`config.mk`:
```
export PLATFORM = sky130hd
export DESIGN_NAME = move_recorder
export DESIGN_NICKNAME = d
export VERILOG_FILES = /design/src/rtl/move_recorder_pkg.sv /design/src/rtl/btn_edge.sv /design/src/rtl/move_recorder.sv
export SDC_FILE = /design/constraint.sdc
export NUM_CORES = 1
export LEC_CHECK = 0
export CELL_PAD_IN_SITES_DETAIL_PLACEMENT = 2
export CELL_PAD_IN_SITES_GLOBAL_PLACEMENT = 2
export CORE_ASPECT_RATIO = 0.5
export CORE_MARGIN = 10
export CORE_UTILIZATION = 34
export CTS_CLUSTER_DIAMETER = 80
export DETAILED_ROUTE_END_ITERATION = 8
export GPL_ROUTABILITY_DRIVEN = 1
export HOLD_SLACK_MARGIN = 0.02
export PLACE_DENSITY_LB_ADDON = 0.1
export SYNTH_ARGS = -nofsm -noshare
export SYNTH_HDL_FRONTEND = slang
export SYNTH_HIERARCHICAL = 1
export SYNTH_SLANG_ARGS = --single-unit
```
`constraint.sdc`:
```
create_clock -name clk -period 6.1 [get_ports clk]
set_input_delay 1.22 -clock clk [delete_from_list [all_inputs] [get_ports clk]]
set_output_delay 1.22 -clock clk [all_outputs]
set_load 0.05 [all_outputs]
```
`src/rtl/move_recorder_pkg.sv`:
```
// rtl/move_recorder_pkg.sv - shared puzzle constants: direction codes, move capacity, button indices
package move_recorder_pkg;

   // Default move capacity; ord and cnt are 2*MAX_MOVES bits wide
   localparam int MAX_MOVES = 9;

   // Bit positions within the raw button vector
   localparam int BTN_COMMIT = 4;
   localparam int BTN_UE     = 3;
   localparam int BTN_SHITA  = 2;
   localparam int BTN_HIDARI = 1;
   localparam int BTN_MIGI   = 0;

   // Two-bit move codes packed into ord
   typedef enum logic [1:0] {
      DIR_UE     = 2'd0,
      DIR_SHITA  = 2'd1,
      DIR_HIDARI = 2'd2,
      DIR_MIGI   = 2'd3
   } dir_e;

   // Recorder states
   typedef enum logic {
      ST_REC  = 1'b0,
      ST_DONE = 1'b1
   } state_e;

   // Map the direction part of a one-hot press vector to its move code
   function automatic dir_e btn_to_dir(input logic [3:0] dirs);
      dir_e d;
      if (dirs[BTN_UE])          d = DIR_UE;
      else if (dirs[BTN_SHITA])  d = DIR_SHITA;
      else if (dirs[BTN_HIDARI]) d = DIR_HIDARI;
      else                       d = DIR_MIGI;
      return d;
   endfunction

endpackage

```
`src/rtl/btn_edge.sv`:
```
// rtl/btn_edge.sv - prescaled button sampler with per-button press flags and priority select
module btn_edge
   import move_recorder_pkg::*;
#(
   parameter int PRESCALE_W = 12
) (
   input  logic       clk,
   input  logic       rst_n,
   input  logic [4:0] btn,
   output logic [4:0] press
);

   logic [PRESCALE_W-1:0] presc_q;
   logic [4:0]            flag_q;
   logic [4:0]            flag_n;
   logic [4:0]            cand;
   logic                  tick;

   // A sample tick is the single cycle per period where the prescaler wraps to zero
   assign tick = (presc_q == '0);

   // Free-running prescaler
   always_ff @(posedge clk) begin
      if (!rst_n) presc_q <= '0;
      else        presc_q <= presc_q + PRESCALE_W'(1);
   end

   // Choose at most one new press per tick, commit button first, then UE..MIGI
   always_comb begin
      press = '0;
      cand  = btn & ~flag_q & {5{tick}};
      if (cand[BTN_COMMIT])      press[BTN_COMMIT] = 1'b1;
      else if (cand[BTN_UE])     press[BTN_UE]     = 1'b1;
      else if (cand[BTN_SHITA])  press[BTN_SHITA]  = 1'b1;
      else if (cand[BTN_HIDARI]) press[BTN_HIDARI] = 1'b1;
      else if (cand[BTN_MIGI])   press[BTN_MIGI]   = 1'b1;
   end

   // Released buttons drop their flag; only the acted-on press raises one, so losers retry next tick
   always_comb begin
      flag_n = flag_q;
      if (tick) flag_n = (flag_q & btn) | press;
   end

   // Flag register
   always_ff @(posedge clk) begin
      if (!rst_n) flag_q <= '0;
      else        flag_q <= flag_n;
   end

endmodule

```
`src/rtl/move_recorder.sv`:
```
// rtl/move_recorder.sv - records up to MAX_MOVES direction presses and commits them for display
module move_recorder #(
   parameter int PRESCALE_W = 12,
   parameter int MAX_MOVES  = move_recorder_pkg::MAX_MOVES
) (
   input  logic                   clk,
   input  logic                   rst_n,
   input  logic [4:0]             btn,
   output logic [2*MAX_MOVES-1:0] ord,
   output logic [2*MAX_MOVES-1:0] cnt,
   output logic                   comp
);
   import move_recorder_pkg::*;

   localparam int W = 2*MAX_MOVES;

   logic [4:0]   press;
   logic [1:0]   code;
   state_e       state_q;
   state_e       state_n;
   logic [W-1:0] ord_q;
   logic [W-1:0] ord_n;
   logic [W-1:0] cnt_q;
   logic [W-1:0] cnt_n;

   btn_edge #(
      .PRESCALE_W (PRESCALE_W)
   ) u_btn_edge (
      .clk   (clk),
      .rst_n (rst_n),
      .btn   (btn),
      .press (press)
   );

   assign code = btn_to_dir(press[BTN_UE:BTN_MIGI]);

   // State, move list and count registers
   always_ff @(posedge clk) begin
      if (!rst_n) begin
         state_q <= ST_REC;
         ord_q   <= '0;
         cnt_q   <= '0;
      end else begin
         state_q <= state_n;
         ord_q   <= ord_n;
         cnt_q   <= cnt_n;
      end
   end

   // Next state: record directions, commit on a non-empty list, clear from DONE
   always_comb begin
      state_n = state_q;
      ord_n   = ord_q;
      cnt_n   = cnt_q;
      case (state_q)
         ST_REC: begin
            if (press[BTN_COMMIT]) begin
               if (cnt_q != '0) state_n = ST_DONE;
            end else if ((|press[BTN_UE:BTN_MIGI]) && (cnt_q < W'(MAX_MOVES))) begin
               for (int k = 0; k < MAX_MOVES; k++) begin
                  if (cnt_q == W'(k)) ord_n[2*k +: 2] = code;
               end
               cnt_n = cnt_q + W'(1);
            end
         end
         ST_DONE: begin
            if (press[BTN_COMMIT]) begin
               ord_n   = '0;
               cnt_n   = '0;
               state_n = ST_REC;
            end
         end
         default: state_n = ST_REC;
      endcase
   end

   assign ord  = ord_q;
   assign cnt  = cnt_q;
   assign comp = (state_q == ST_DONE);

endmodule

```
==> results of run 1 <==
registers in the layout (all words and copies together), names as in the netlist:
name / cells
cnt: 18
ord: 18
comp: 1
u_btn_edge/flag_q: 5
u_btn_edge/presc_q: 12
power breakdown:
part	switching, mW	leakage [nW]	internal (mW)
Combinational	0.0871	0.755	0.0458
Clock	0.143	0.0844	0.196
Sequential	0.0102	0.437	0.362
Total	0.241	1.28	0.604
cells in the mapped netlist (all sizes together), types with 2 or more instances:
master  count  area, um2
nor2        8       30.0
o211ai      6       45.0
o221a       4       45.0
nand2b      5       31.3
inv        11       41.3
xnor2       3       26.3
xor2        4       35.0
o21ai       3       15.0
or3         5       31.3
nor4b       2       30.0
clkbuf      8       30.0
dfxtp      54       1080
and3       16        100
a21oi       6       30.0
a221o       2       20.0
nor4       14        128
o22ai       8       50.1
or2         3       18.8
nand3      24        125
mux2i       3       30.0
o21a        2       15.0
or4         8       67.6
nand4       2       18.8
buf         6       33.8
nor3       10       55.1
and2        9       56.3
a21boi      5       37.5
ha          9        113
nor2b       8       50.1
nand2      32        120
worst min-delay path, stage by stage (launching register included):
cell	delay, ns
dfxtp_1	0.31
nand2_1	0.05
mux2i_1	0.06
kinds of logic (layout without fill, tap and decap cells):
family	Yosys count	after routing
mux	3	3
flops	54	54
compound gates	42	42
simple gates	151	151
fa+ha+maj	9	9
buf+inv	25	64
xor+xnor	7	7
stage by stage:
stage	instance area, um2	util (%)
2_1_floorplan	2620	-
3_3_place_gp	3130	42.2
3_5_place_dp	3130	42.2
4_1_cts	3300	44.5
5_1_grt	3300	44.5
6_report	3300	44.5
worst min path at each step:
stage / from / to / slack [ns] / cells after the start
after CTS: ord[16]$_SDFFE_PN0P_ / ord[16]$_SDFFE_PN0P_ / 0.48 / 2
final: ord[16]$_SDFFE_PN0P_ / ord[16]$_SDFFE_PN0P_ / 0.47 / 2
after detailed placement: ord[16]$_SDFFE_PN0P_ / ord[16]$_SDFFE_PN0P_ / 0.47 / 2
after global placement: ord[16]$_SDFFE_PN0P_ / ord[16]$_SDFFE_PN0P_ / 0.45 / 2
after global routing: ord[17]$_SDFFE_PN0P_ / ord[17]$_SDFFE_PN0P_ / 0.51 / 2
after floorplan: u_btn_edge/presc_q[0]$_SDFF_PN0_ / u_btn_edge/presc_q[0]$_SDFF_PN0_ / 0.44 / 1
layer usage:
layer	vias to the layer above	global-route usage (%)	wire, um
met3	10	3.42	236
met5	-	0	0
met1	1171	16.4	3660
met4	0	3.31	70
li1	1131	-	-
met2	25	25.4	4010
layout make-up:
class | count | area (um2) | share of cell area [%]
Multi-Input combinational cell | 212 | 1440 | 43.6
Sequential cell | 54 | 1080 | 32.8
Timing Repair Buffer | 45 | 445 | 13.5
Clock buffer | 5 | 125 | 3.79
Tap cell | 96 | 120 | 3.64
Clock inverter | 3 | 47.5 | 1.44
Inverter | 11 | 41.3 | 1.25
==> reports/results.txt, run 1 <==
Post-cts gate resize count = 0
X dimension of the die = 144 um
Die Area = 11800 um2
Final Total Pwr = 0.845 mW
Gp weighted congestion = 0.803
Final total negative setup slack = 0 ns
Rel. slew slack = 25.5%
Post-layout instance count excluding filler cells = 426
Tightest Pin Transition = 1.11 ns
Async SR Flop Fraction = 0%
Final period utilization = 62.9%
H-tree level count = 2
Worst-path clk slew = 0.07 ns
Number of iterations in the first detailed-routing pass = 4
Yosys warning count = 6
Max-capacitance violation count = 0
Number of hold buffers added after cts = 0
Via density per instance = 5.49
Fin crit period = 3.84 ns
Via count = 2337
Clock tree from TritonCTS = built
Maximum number of pins on one net before global-route repair = 37
Worst hold path type = flip-flop to flip-flop
Maximum ir drop on the vdd rail = 0.000117 V
DRC = 0
Timing startpoint of the critical path = btn[2]
Number of buffers created by CTS = 5
Flip-flop and latch count after synthesis = 54
Aggregate global routing overflow = 0
Sink Count = 54
First-pass GRT wire length = 13100 um
CP Max Fanout = 5
Fraction of the mapped netlist area in adder cells = 4.29%
Worst Setup Slack, final = 2.26 ns
Worst hold slack = 0.472 ns
Source-to-sink clock delay at the later pin of the worst-skew pair = 0.30 ns
R2R Path End = ord[8]$_SDFFE_PN0P_
Cell count after synthesis = 291
CP arrival = 4.05 ns
Nets@finish = 345
Required time at the worst-slack endpoint = 6.32 ns
Startpoint of the worst-slack reg-to-reg timing path = u_btn_edge/presc_q[0]$_SDFF_PN0_
Outcome = finished, final reports clean
Combined area of all synthesized cells = 2620 um2
Total setup violations reported at the end of the flow = 0
Placed wire-length estimate after detailed placement = 5920 um
Unrepaired setup endpoints after global routing = false
Avg Cell Area, Syn = 9.02 um2
Critical Path Start Type = input pin
Number of hold violations in the final report = 0
Top delay family on crit path = simple AND/OR/NAND/NOR gates
Most frequent cells in the layout = dfxtp_1 (54), clkdlybuf4s50_1 (43), nand2_1 (32)
Initial Utilization = 35.4%
Worst path slowest cell = nor4bb_1
ANT nets after route = 0
Register-to-register setup slack = 2.69 ns
Count of pins on the block boundary = 44
Post-CTS setup-driven buffer insertion count = 0
Area growth syn-to-layout = 25.7%
Placeable core region = 7400 um2
Maximum clock rate = 0.261 GHz
Die height = 82.1 um
Worst setup path class = input pin to flip-flop
Root Buffer = clkbuf_16
Number of flops mapped to enable cells by yosys = 0
Combinational family with the most area after synthesis = simple AND/OR/NAND/NOR gates
Leakage power of the design = 1.28 nW
Multiplexer area fraction after synthesis = 1.14%
Number of antenna cells inserted = 0
Number of nets in the synthesized netlist = 307
Max Buffers Root-to-Sink = 2
Number of fillers in the final layout = 788
Power per cell area = 256 nW/um2
Largest stage delay on the critical path = 0.90 ns
Drt wl/cell = 18.7 um
Number of max-slew violations in the final report = 0
Sequential share of the synthesized area = 41.2%
Xor/xnor cell area share of the yosys netlist = 2.34%
Setup clock skew after layout = 0.00799 ns
Primary FF master, synth = dfxtp_1
Critical Path Sink = ord[8]$_SDFFE_PN0P_
Number of buffers inserted by port buffering = 43
Synth unique cells = 51
Worst Setup End Kind = flip-flop
Fraction of final layout cells sized beyond drive strength 1 = 9.09%
Number of DRC markers after the initial detailed-route iteration = 80
CP Cell Sequence = clkdlybuf4s50_1, nor2b_1, nand3_1, nor2_1, nor2b_1, nor4bb_1, nand3_1, o22ai_1
Vias in the first global route = 2484
Placement-stage worst setup slack = 1.98 ns
Number of stages on the worst setup path = 8
Final Routed Wirelength = 7970 um
Compound-cell area share of the yosys netlist = 12.4%
Leading cell type in the layout, fill and taps excluded = dfxtp_1
Cell row count = 22
Simple logic cell fraction of the synthesized area = 34.6%
Total track usage = 13.9%
CP Buf/Inv Count = 1
Number of cell instances on the worst register-to-register path = 9
Number of antenna violations at the first check in global routing = 0
Count of placed standard cells including taps = 418
Power figures use the tool's default switching activity.
==> run 2: changes to the inputs <==
--- a/config.mk
+++ b/config.mk
@@ -9,7 +9,7 @@
 export CELL_PAD_IN_SITES_GLOBAL_PLACEMENT = 2
 export CORE_ASPECT_RATIO = 0.5
 export CORE_MARGIN = 10
-export CORE_UTILIZATION = 34
+export CORE_UTILIZATION = 29
 export CTS_CLUSTER_DIAMETER = 80
 export DETAILED_ROUTE_END_ITERATION = 8
 export GPL_ROUTABILITY_DRIVEN = 1
==> constraint.sdc (replaced) <==
create_clock -name clk -period 3.2 [get_ports clk]
set_input_delay 0.64 -clock clk [delete_from_list [all_inputs] [get_ports clk]]
set_output_delay 0.64 -clock clk [all_outputs]
set_load 0.05 [all_outputs]
==> run 2 against run 1 <==
Net effect:
- first-iteration DRC count fell by 30%
- core utilization fell by 5.9 points
- highest routed layer unchanged
- worst hold slack barely moved
- final cell count rose by 6.6%
- sequential power rose by 91%
- final area rose by 2.7%
- sequential share of layout area fell by 0.87 points
- non-clock buffer count rose by 7
- global-route usage fell by 1.2 points
- die area rose by 14%
- via count rose by 0.86%
- clock skew fell by 0.0028 ns
==> reports/results.txt, run 2 (synthesis gave the netlist of run 1 again) <==
Outcome = finished, final reports clean
Clock tree from TritonCTS = built
Number of antenna violations at the first check in global routing = 0
Number of iterations in the first detailed-routing pass = 4
Number of max-slew violations in the final report = 0
Via count = 2357
Fraction of final layout cells sized beyond drive strength 1 = 11.9%
Final total negative setup slack = 0 ns
Placed wire-length estimate after detailed placement = 6450 um
Vias in the first global route = 2638
Gp weighted congestion = 0.799
Largest stage delay on the critical path = 0.56 ns
Count of placed standard cells including taps = 446
Initial Utilization = 29.9%
Root Buffer = clkbuf_16
Worst hold path type = flip-flop to flip-flop
X dimension of the die = 155 um
Final Util = 38.6%
Required time at the worst-slack endpoint = 3.37 ns
Maximum ir drop on the vdd rail = 0.000233 V
CP Buf/Inv Count = 2
Worst setup path class = flip-flop to flip-flop
Setup clock skew after layout = 0.00517 ns
Most frequent cells in the layout = dfxtp_1 (54), clkdlybuf4s50_1 (43), nand2_1 (32)
Number of buffers inserted by port buffering = 43
First-pass GRT wire length = 14000 um
Total setup violations reported at the end of the flow = 0
Area growth syn-to-layout = 29.1%
Number of hold violations in the final report = 0
Worst-path clk slew = 0.07 ns
Total track usage = 12.7%
Number of buffers created by CTS = 5
H-tree level count = 2
Worst Setup End Kind = flip-flop
Leading cell type in the layout, fill and taps excluded = dfxtp_1
Final Routed Wirelength = 8510 um
Sink Count = 54
Die Area = 13500 um2
Fin crit period = 2.99 ns
Critical Path Start Type = flip-flop
Leakage power of the design = 1.31 nW
Post-layout instance count excluding filler cells = 454
Max-capacitance violation count = 0
CP Cell Sequence = inv_1, ha_1, nor4b_2, nand3_2, nor2_2, inv_1, ha_1, or2_2, or4_1, o41ai_1, a21oi_1
Number of DRC markers after the initial detailed-route iteration = 56
Maximum clock rate = 0.335 GHz
ANT nets after route = 0
Worst path slowest cell = or4_1
Max Buffers Root-to-Sink = 2
Power per cell area = 477 nW/um2
Post-CTS setup-driven buffer insertion count = 0
Placeable core region = 8770 um2
CP arrival = 3.16 ns
Die height = 87.3 um
Source-to-sink clock delay at the later pin of the worst-skew pair = 0.30 ns
Via density per instance = 5.19
Nets@finish = 352
Maximum number of pins on one net before global-route repair = 36
Top delay family on crit path = simple AND/OR/NAND/NOR gates
Final Total Pwr = 1.62 mW
Drt wl/cell = 18.7 um
Count of pins on the block boundary = 44
Final period utilization = 93.4%
Tightest Pin Transition = 0.723 ns
Aggregate global routing overflow = 0
DRC = 0
Cell row count = 24
Rel. slew slack = 51.4%
CP Max Fanout = 6
Number of antenna cells inserted = 0
==> run 2: tightest hold or removal path: cells and delay by family (launching register included) <==
kind / cells / cell delay [ns]
flops: 1 / 0.32
mux: 1 / 0.05
simple gates: 1 / 0.06
==> run 2: layer usage <==
| layer | track usage (%) | share of wire (%) | vias to the layer above |
|---|---|---|---|
| li1 | - | - | 1143 |
| met3 | 3.40 | 3.8 | 6 |
| met2 | 23.8 | 50 | 26 |
| met1 | 14.2 | 45 | 1182 |
| met5 | 0 | 0 | - |
| met4 | 2.64 | 0.80 | 0 |
==> run 2: power by group <==
group,switching (mW),internal [mW],total (mW)
Combinational,0.170,0.0988,0.269
Sequential,0.0186,0.691,0.709
Clock,0.267,0.372,0.638
==> run 2: path summary, 6_finish.rpt <==
| path | startpoint | endpoint | slack [ns] | cells after the start |
|---|---|---|---|---|
| max | u_btn_edge/presc_q[0]$_SDFF_PN0_ | cnt[2]$_SDFFE_PN0P_ | 0.21 | 11 |
| min | ord[16]$_SDFFE_PN0P_ | ord[16]$_SDFFE_PN0P_ | 0.47 | 2 |
| max reg2reg | u_btn_edge/presc_q[0]$_SDFF_PN0_ | cnt[2]$_SDFFE_PN0P_ | 0.21 | 11 |
| min reg2reg | ord[16]$_SDFFE_PN0P_ | ord[16]$_SDFFE_PN0P_ | 0.47 | 2 |
==> run 2: per-stage QoR <==
stage / setup slack [ns] / area (um2) / hold WS [ns]
global route: -0.00464 / 3390 / 0.508
global placement: 0.117 / 3200 / 0.449
CTS: 0.114 / 3370 / 0.480
finish: 0.213 / 3390 / 0.473
floorplan: 0.466 / 2620 / 0.436
detailed placement: 0.0471 / 3200 / 0.466
==> run 2: timing repair <==
| action | 4_1_cts | 5_1_grt |
|---|---|---|
| resized for setup | 0 | 3 |
| hold buffers | 0 | 0 |
| setup endpoints to repair | 0 | 3 |
==> run 2: cell type report <==
type	instances	area [um2]
fillers	975	5380
inverters	11	41.3
multi-input cells	212	1450
repair buffers	52	498
well taps	117	146
flip-flops and latches	54	1080
clock inverters	3	43.8
clock buffers	5	125
